<file path="src/rtl/tdc_pkg.sv">
// Shared types and width helper for the thermometer-code generator.
// Used by therm_code_gen and bin2therm.
package tdc_pkg;

    typedef enum logic [1:0] {
        IDLE  = 2'd0,
        SWEEP = 2'd1,
        DRAIN = 2'd2
    } sweep_state_e;

    // A count must reach N itself, so one extra bit beyond clog2(N).
    function automatic int cw_f(input int n);
        return $clog2(n) + 1;
    endfunction

endpackage

</file>
<file path="src/rtl/bin2therm.sv">
// Combinational binary-count to thermometer-code expander with saturation flag.
// Optional one-bubble swap of bits k-1/k when built with `THERM_BUBBLE_EN.
module bin2therm
    import tdc_pkg::*;
#(
    parameter int N  = 64,
    parameter int CW = cw_f(N)
) (
    input  logic [CW-1:0] cnt_i,
`ifdef THERM_BUBBLE_EN
    input  logic          bubble_en_i,
`endif
    output logic [N-1:0]  therm_o,
    output logic          sat_o
);

    logic bub;

    always_comb begin
        bub     = 1'b0;
        therm_o = '0;
        sat_o   = 1'b0;
`ifdef THERM_BUBBLE_EN
        bub = bubble_en_i && (cnt_i != '0) && (cnt_i < CW'(N));
`endif
        if (cnt_i > CW'(N)) begin
            therm_o = '1;
            sat_o   = 1'b1;
        end else begin
            for (int i = 0; i < N; i++) begin
                therm_o[i] = (cnt_i > CW'(i));
                // Bubble: clear the top set bit, set the first clear bit above it.
                if (bub && (cnt_i == CW'(i + 1))) therm_o[i] = 1'b0;
                if (bub && (i > 0) && (cnt_i == CW'(i))) therm_o[i] = 1'b1;
            end
        end
    end

endmodule

</file>
<file path="src/rtl/therm_code_gen.sv">
// Thermometer-code generator: single counts via handshake or a 0..N sweep FSM,
// registered output stage with valid/ready. Optional feature macro: THERM_BUBBLE_EN.
module therm_code_gen
    import tdc_pkg::*;
#(
    parameter int N = 64,
    localparam int CW = cw_f(N)
) (
    input  logic          clk,
    input  logic          rst,
`ifdef THERM_BUBBLE_EN
    input  logic          bubble_en,
`endif
    input  logic          cnt_valid,
    output logic          cnt_ready,
    input  logic [CW-1:0] cnt,
    input  logic          sweep_start,
    output logic          sweep_busy,
    output logic          sweep_done,
    output logic          therm_valid,
    input  logic          therm_ready,
    output logic [N-1:0]  therm,
    output logic          sat
);

    sweep_state_e  state_q, state_d;
    logic [CW-1:0] s_q, s_d;
    logic [CW-1:0] src;
    logic [N-1:0]  therm_q, therm_d, exp_therm;
    logic          sat_q, sat_d, exp_sat;
    logic          vld_q, vld_d;
    logic          done_q, done_d;
    logic          load_ok, load;

    assign load_ok   = !vld_q || therm_ready;
    assign cnt_ready = (state_q == IDLE) && load_ok;
    assign src       = (state_q == SWEEP) ? s_q : cnt;

    bin2therm #(.N(N), .CW(CW)) u_bin2therm (
        .cnt_i       (src),
`ifdef THERM_BUBBLE_EN
        .bubble_en_i (bubble_en),
`endif
        .therm_o     (exp_therm),
        .sat_o       (exp_sat)
    );

    always_comb begin
        state_d = state_q;
        s_d     = s_q;
        done_d  = 1'b0;
        load    = 1'b0;
        case (state_q)
            IDLE: begin
                // A same-cycle count handshake still loads before the sweep begins.
                load = cnt_valid && load_ok;
                if (sweep_start) begin
                    state_d = SWEEP;
                    s_d     = '0;
                end
            end
            SWEEP: begin
                if (load_ok) begin
                    load = 1'b1;
                    if (s_q == CW'(N)) state_d = DRAIN;
                    else               s_d     = s_q + 1'b1;
                end
            end
            DRAIN: begin
                if (vld_q && therm_ready) begin
                    state_d = IDLE;
                    done_d  = 1'b1;
                end
            end
            default: state_d = IDLE;
        endcase

        vld_d   = load ? 1'b1 : (therm_ready ? 1'b0 : vld_q);
        therm_d = load ? exp_therm : therm_q;
        sat_d   = load ? exp_sat   : sat_q;
    end

    always_ff @(posedge clk) begin
        if (rst) begin
            state_q <= IDLE;
            s_q     <= '0;
            therm_q <= '0;
            sat_q   <= 1'b0;
            vld_q   <= 1'b0;
            done_q  <= 1'b0;
        end else begin
            state_q <= state_d;
            s_q     <= s_d;
            therm_q <= therm_d;
            sat_q   <= sat_d;
            vld_q   <= vld_d;
            done_q  <= done_d;
        end
    end

    assign sweep_busy  = (state_q != IDLE);
    assign sweep_done  = done_q;
    assign therm_valid = vld_q;
    assign therm       = therm_q;
    assign sat         = sat_q;

endmodule
</file>
<file path="config.mk">
export PLATFORM = sky130hd
export DESIGN_NAME = therm_code_gen
export DESIGN_NICKNAME = d
export VERILOG_FILES = /design/src/rtl/tdc_pkg.sv /design/src/rtl/bin2therm.sv /design/src/rtl/therm_code_gen.sv
export SDC_FILE = /design/constraint.sdc
export NUM_CORES = 1
export LEC_CHECK = 0
export BUFFER_PORTS_ARGS = -buffer_cell sky130_fd_sc_hd__buf_2
export CAP_MARGIN = 20
export CORE_UTILIZATION = 47
export CTS_BUF_LIST = sky130_fd_sc_hd__clkbuf_4 sky130_fd_sc_hd__clkbuf_8 sky130_fd_sc_hd__clkbuf_16
export DETAILED_ROUTE_END_ITERATION = 10
export GPL_ROUTABILITY_DRIVEN = 1
export PLACE_DENSITY = 0.71
export REMOVE_ABC_BUFFERS = 1
export SETUP_SLACK_MARGIN = 0.2
export SYNTH_ARGS = -nofsm -noshare
export SYNTH_HDL_FRONTEND = slang
export SYNTH_HIERARCHICAL = 1
export SYNTH_SLANG_ARGS = --single-unit
export TNS_END_PERCENT = 5
</file>
<file path="constraint.sdc">
create_clock -name clk -period 5.8 [get_ports clk]
set_input_delay 1.16 -clock clk [delete_from_list [all_inputs] [get_ports clk]]
set_output_delay 1.16 -clock clk [all_outputs]
set_load 0.1 [all_outputs]
</file>
==> reports/summary.json <==
{
  "cts.clk_slew.worst_paths": {"value": 0.07, "unit": "ns"},
  "synth_cell_type_count": {"value": 38},
  "numPortBuffers": {"value": 80},
  "final.setup.tns": {"value": 0, "unit": "ns"},
  "intPower": {"value": 942, "unit": "uW"},
  "worstSetupPathType": {"value": "primary input to primary output"},
  "antenna_cells_inserted": {"value": 0},
  "power_frac_comb": {"value": 0.328},
  "r2r-start": {"value": "state_q[0]"},
  "status": {"value": "finished, final reports clean"},
  "synth_largest_type_area_fraction": {"value": 0.434},
  "cts-buffers-inserted": {"value": 9},
  "worst_ep_arrival_time": {"value": 1.94, "unit": "ns"},
  "finalWorstSetupSlack": {"value": 2.70, "unit": "ns"},
  "rsz0062_at_grt": {"value": "false"},
  "first_global_vias": {"value": 3038},
  "cts-hold-fix-buffers": {"value": 0},
  "clk_root_buffer_cell": {"value": "sky130_fd_sc_hd__clkbuf_8"},
  "floorplan.die_area": {"value": 7800, "unit": "um2"},
  "syn_to_final_growth": {"value": 19.4, "unit": "%"},
  "drt-total-wl": {"value": 8560, "unit": "um"},
  "post-route-drc-count": {"value": 0},
  "max_slew.worst_pin.slew": {"value": 1.11, "unit": "ns"},
  "cts.htree.levels": {"value": 3},
  "nets": {"value": 563},
  "synth_edf_count": {"value": 0},
  "initial_utilization": {"value": 0.485},
  "cts_buffer_depth": {"value": 2},
  "globalRoute.totalOverflow": {"value": 0},
  "slew_headroom": {"value": 0.254},
  "wire_per_inst": {"value": 13.1, "unit": "um"},
  "flop_pwr_share": {"value": 0.366},
  "report.final.setup_viol": {"value": 0},
  "core.rowCount": {"value": 31},
  "dp.final_hpwl": {"value": 5500, "unit": "um"},
  "critPathCaptureType": {"value": "primary output"},
  "final_min_period_over_clock_period": {"value": 0.535},
  "placedInstanceArea": {"value": 3940, "unit": "um2"},
  "detailedPlace.worstSlack": {"value": 2.69, "unit": "ns"},
  "finished_layout_cell_area": {"value": 4180, "unit": "um2"},
  "antenna_found_initial": {"value": 0},
  "worst_slack_on_hold_paths": {"value": 0.452, "unit": "ns"},
  "drt_first_pass_iters": {"value": 4},
  "leakage": {"value": 1.86, "unit": "nW"},
  "final.setup_skew": {"value": 0.00856, "unit": "ns"},
  "netlist_area": {"value": 3500, "unit": "um2"},
  "syn_avg_cell_area": {"value": 7.18, "unit": "um2"},
  "globalRouteTotalUtil": {"value": 0.227},
  "yosys-top-cells-count": {"value": "sky130_fd_sc_hd__nand2_1, sky130_fd_sc_hd__a21oi_1, sky130_fd_sc_hd__dfxtp_1, sky130_fd_sc_hd__o21ai_0, sky130_fd_sc_hd__buf_2"},
  "final_slew_violations": {"value": 0},
  "min_delay_worst_endpoint": {"value": "therm[45]"},
  "flip_flop_and_latch_count_after_synthesis": {"value": 76},
  "synthFlopType": {"value": "sky130_fd_sc_hd__dfxtp_1"},
  "endpoint_of_the_most_critical_register_to_register_path": {"value": "therm[28]"},
  "via_count": {"value": 3487},
  "worst_ir_drop_vdd": {"value": 0.188, "unit": "mV"},
  "yosysWarnings": {"value": 6},
  "timing.critical_path.fanout_max": {"value": 5},
  "synth.largest_area_cell": {"value": "sky130_fd_sc_hd__dfxtp_1"},
  "max_freq": {"value": 0.322, "unit": "GHz"},
  "drt.antenna.violating_nets": {"value": 0},
  "timing.final.hold_violations": {"value": 0},
  "timing.hold.worst.start": {"value": "therm[45]"},
  "net_switching_power": {"value": 658, "unit": "uW"},
  "worst_setup_path_start_kind": {"value": "primary input"},
  "globalplace.congestion": {"value": 0.859},
  "hold_path.class": {"value": "flip-flop to flip-flop"},
  "grt_first_pass_wirelength": {"value": 13900, "unit": "um"},
  "register_to_register_setup_slack": {"value": 2.88, "unit": "ns"},
  "cts_setup_buffers": {"value": 0},
  "clockPowerShare": {"value": 0.306},
  "period_needed": {"value": 3.10, "unit": "ns"},
  "die_h": {"value": 88.3, "unit": "um"},
  "cts_tree": {"value": "done"},
  "routed_via_density": {"value": 5.34},
  "drive_gt1_frac": {"value": 0.209},
  "drt_first_iter_violations": {"value": 219},
  "ys_seq_area_frac": {"value": 0.434},
  "top_level_ports": {"value": 81},
  "synth.most_common_cell": {"value": "sky130_fd_sc_hd__nand2_1"},
  "post_synth_inst_count": {"value": 488},
  "die_w": {"value": 88.3, "unit": "um"},
  "max_cap_violations": {"value": 0},
  "pin_count_of_the_biggest_net_entering_global_routing": {"value": 66},
  "core_region": {"value": 7210, "unit": "um2"},
  "worstRegToRegCells": {"value": 6},
  "required": {"value": 4.64, "unit": "ns"},
  "numClockSinks": {"value": 76},
  "worst_skew_pair.late_latency": {"value": 0.35, "unit": "ns"},
  "power_per_cell_area": {"value": 383, "unit": "nW/um2"},
  "post_cts_resize_count": {"value": 0},
  "swShare": {"value": 0.411},
  "min_path_cells": {"value": 2},
  "post_synth_main_area_contributors": {"value": "sky130_fd_sc_hd__dfxtp_1, sky130_fd_sc_hd__nand2_1, sky130_fd_sc_hd__a21oi_1"},
  "n_fill_cell": {"value": 728},
  "async_flop_share": {"value": 0}
}
## per-layer routing
metal  wire, um  track usage  vias to the layer above
met5          0            0                        -
met4        155       0.0880                        0
met3        399       0.0429                       16
met2       4000        0.370                      100
met1       4010        0.298                     1616
li1           -            -                     1755
## how the worst max path moves through the flow
stage                start   endpoint  slack (ns)  depth (start not counted)
5_1_grt         state_q[0]  therm[28]        2.56                          6
2_1_floorplan  therm_ready  cnt_ready        2.18                          2
6_report       therm_ready  cnt_ready        2.70                          4
3_3_place_gp   therm_ready  cnt_ready        2.73                          4
3_5_place_dp   therm_ready  cnt_ready        2.69                          4
4_1_cts        therm_ready  cnt_ready        2.69                          4
## placed cells by master (no fill, tap or decap), drive strengths merged
master,synthesis,final
and3,2,2
nand3,7,7
a211o,1,1
or4b,1,1
inv,15,15
or2b,2,2
a41o,1,1
o211ai,2,2
and2b,1,1
a21oi,86,86
o21bai,10,10
nor4,1,1
ha,2,2
a2111oi,1,1
nand2b,10,10
clkinv,0,3
or4,3,3
o22ai,3,3
a211oi,1,1
nand2,159,159
clkbuf,17,10
a31oi,7,7
buf,21,88
o2111ai,1,1
bufinv,0,3
nor2b,1,1
a21o,4,4
o21ai,30,30
dfxtp,76,76
nand4,1,1
o31a,1,1
o31ai,1,1
nor3,8,8
nor2,12,12
## logic make-up (layout without fill, tap and decap cells)
kind of cell	Yosys count	in the layout	share of synthesized area
adders and majority gates	2	2	0.00714
buffers and inverters	53	119	0.0636
and+or+nand+nor	208	208	0.256
DFF	76	76	0.434
AOI/OAI and AO/OA	149	149	0.239
## flip-flops by register name, summed over array words and instances (netlist names)
name / cells
therm: 64
s_q: 7
state_q: 2
sat: 1
sweep_done: 1
therm_valid: 1
## power by group through the flow
stage               logic, mW  registers (mW)  clock network [mW]
global placement        0.520           0.597                   0
global route            0.558           0.591               0.519
detailed placement      0.525           0.598                   0
finish                  0.525           0.586               0.490
floorplan               0.143           0.885                   0
CTS                     0.526           0.586               0.495
## critical path, stage by stage
cell and delay [ns]:
sky130_fd_sc_hd__buf_2 0.12, sky130_fd_sc_hd__nor2b_1 0.29, sky130_fd_sc_hd__nor2_1 0.07, sky130_fd_sc_hd__buf_2 0.30
## stage by stage
step | utilization | cells | total power, mW
after floorplan | - | 450 | 1.03
after global placement | 0.546 | 637 | 1.12
after detailed placement | 0.546 | 637 | 1.12
after CTS | 0.580 | 653 | 1.61
after global routing | 0.580 | 653 | 1.67
final | 0.580 | 653 | 1.60
## area by class of cell
cell class,instances,area (um2),area share
multi-input combinational,359,1780,0.425
sequential,76,1520,0.364
timing repair buffer,88,460,0.110
clock buffer,10,131,0.0314
tap,99,124,0.0296
clock inverter,6,113,0.0269
inverter,15,56.3,0.0135
Note: power is estimated with default switching activity, not from simulation.
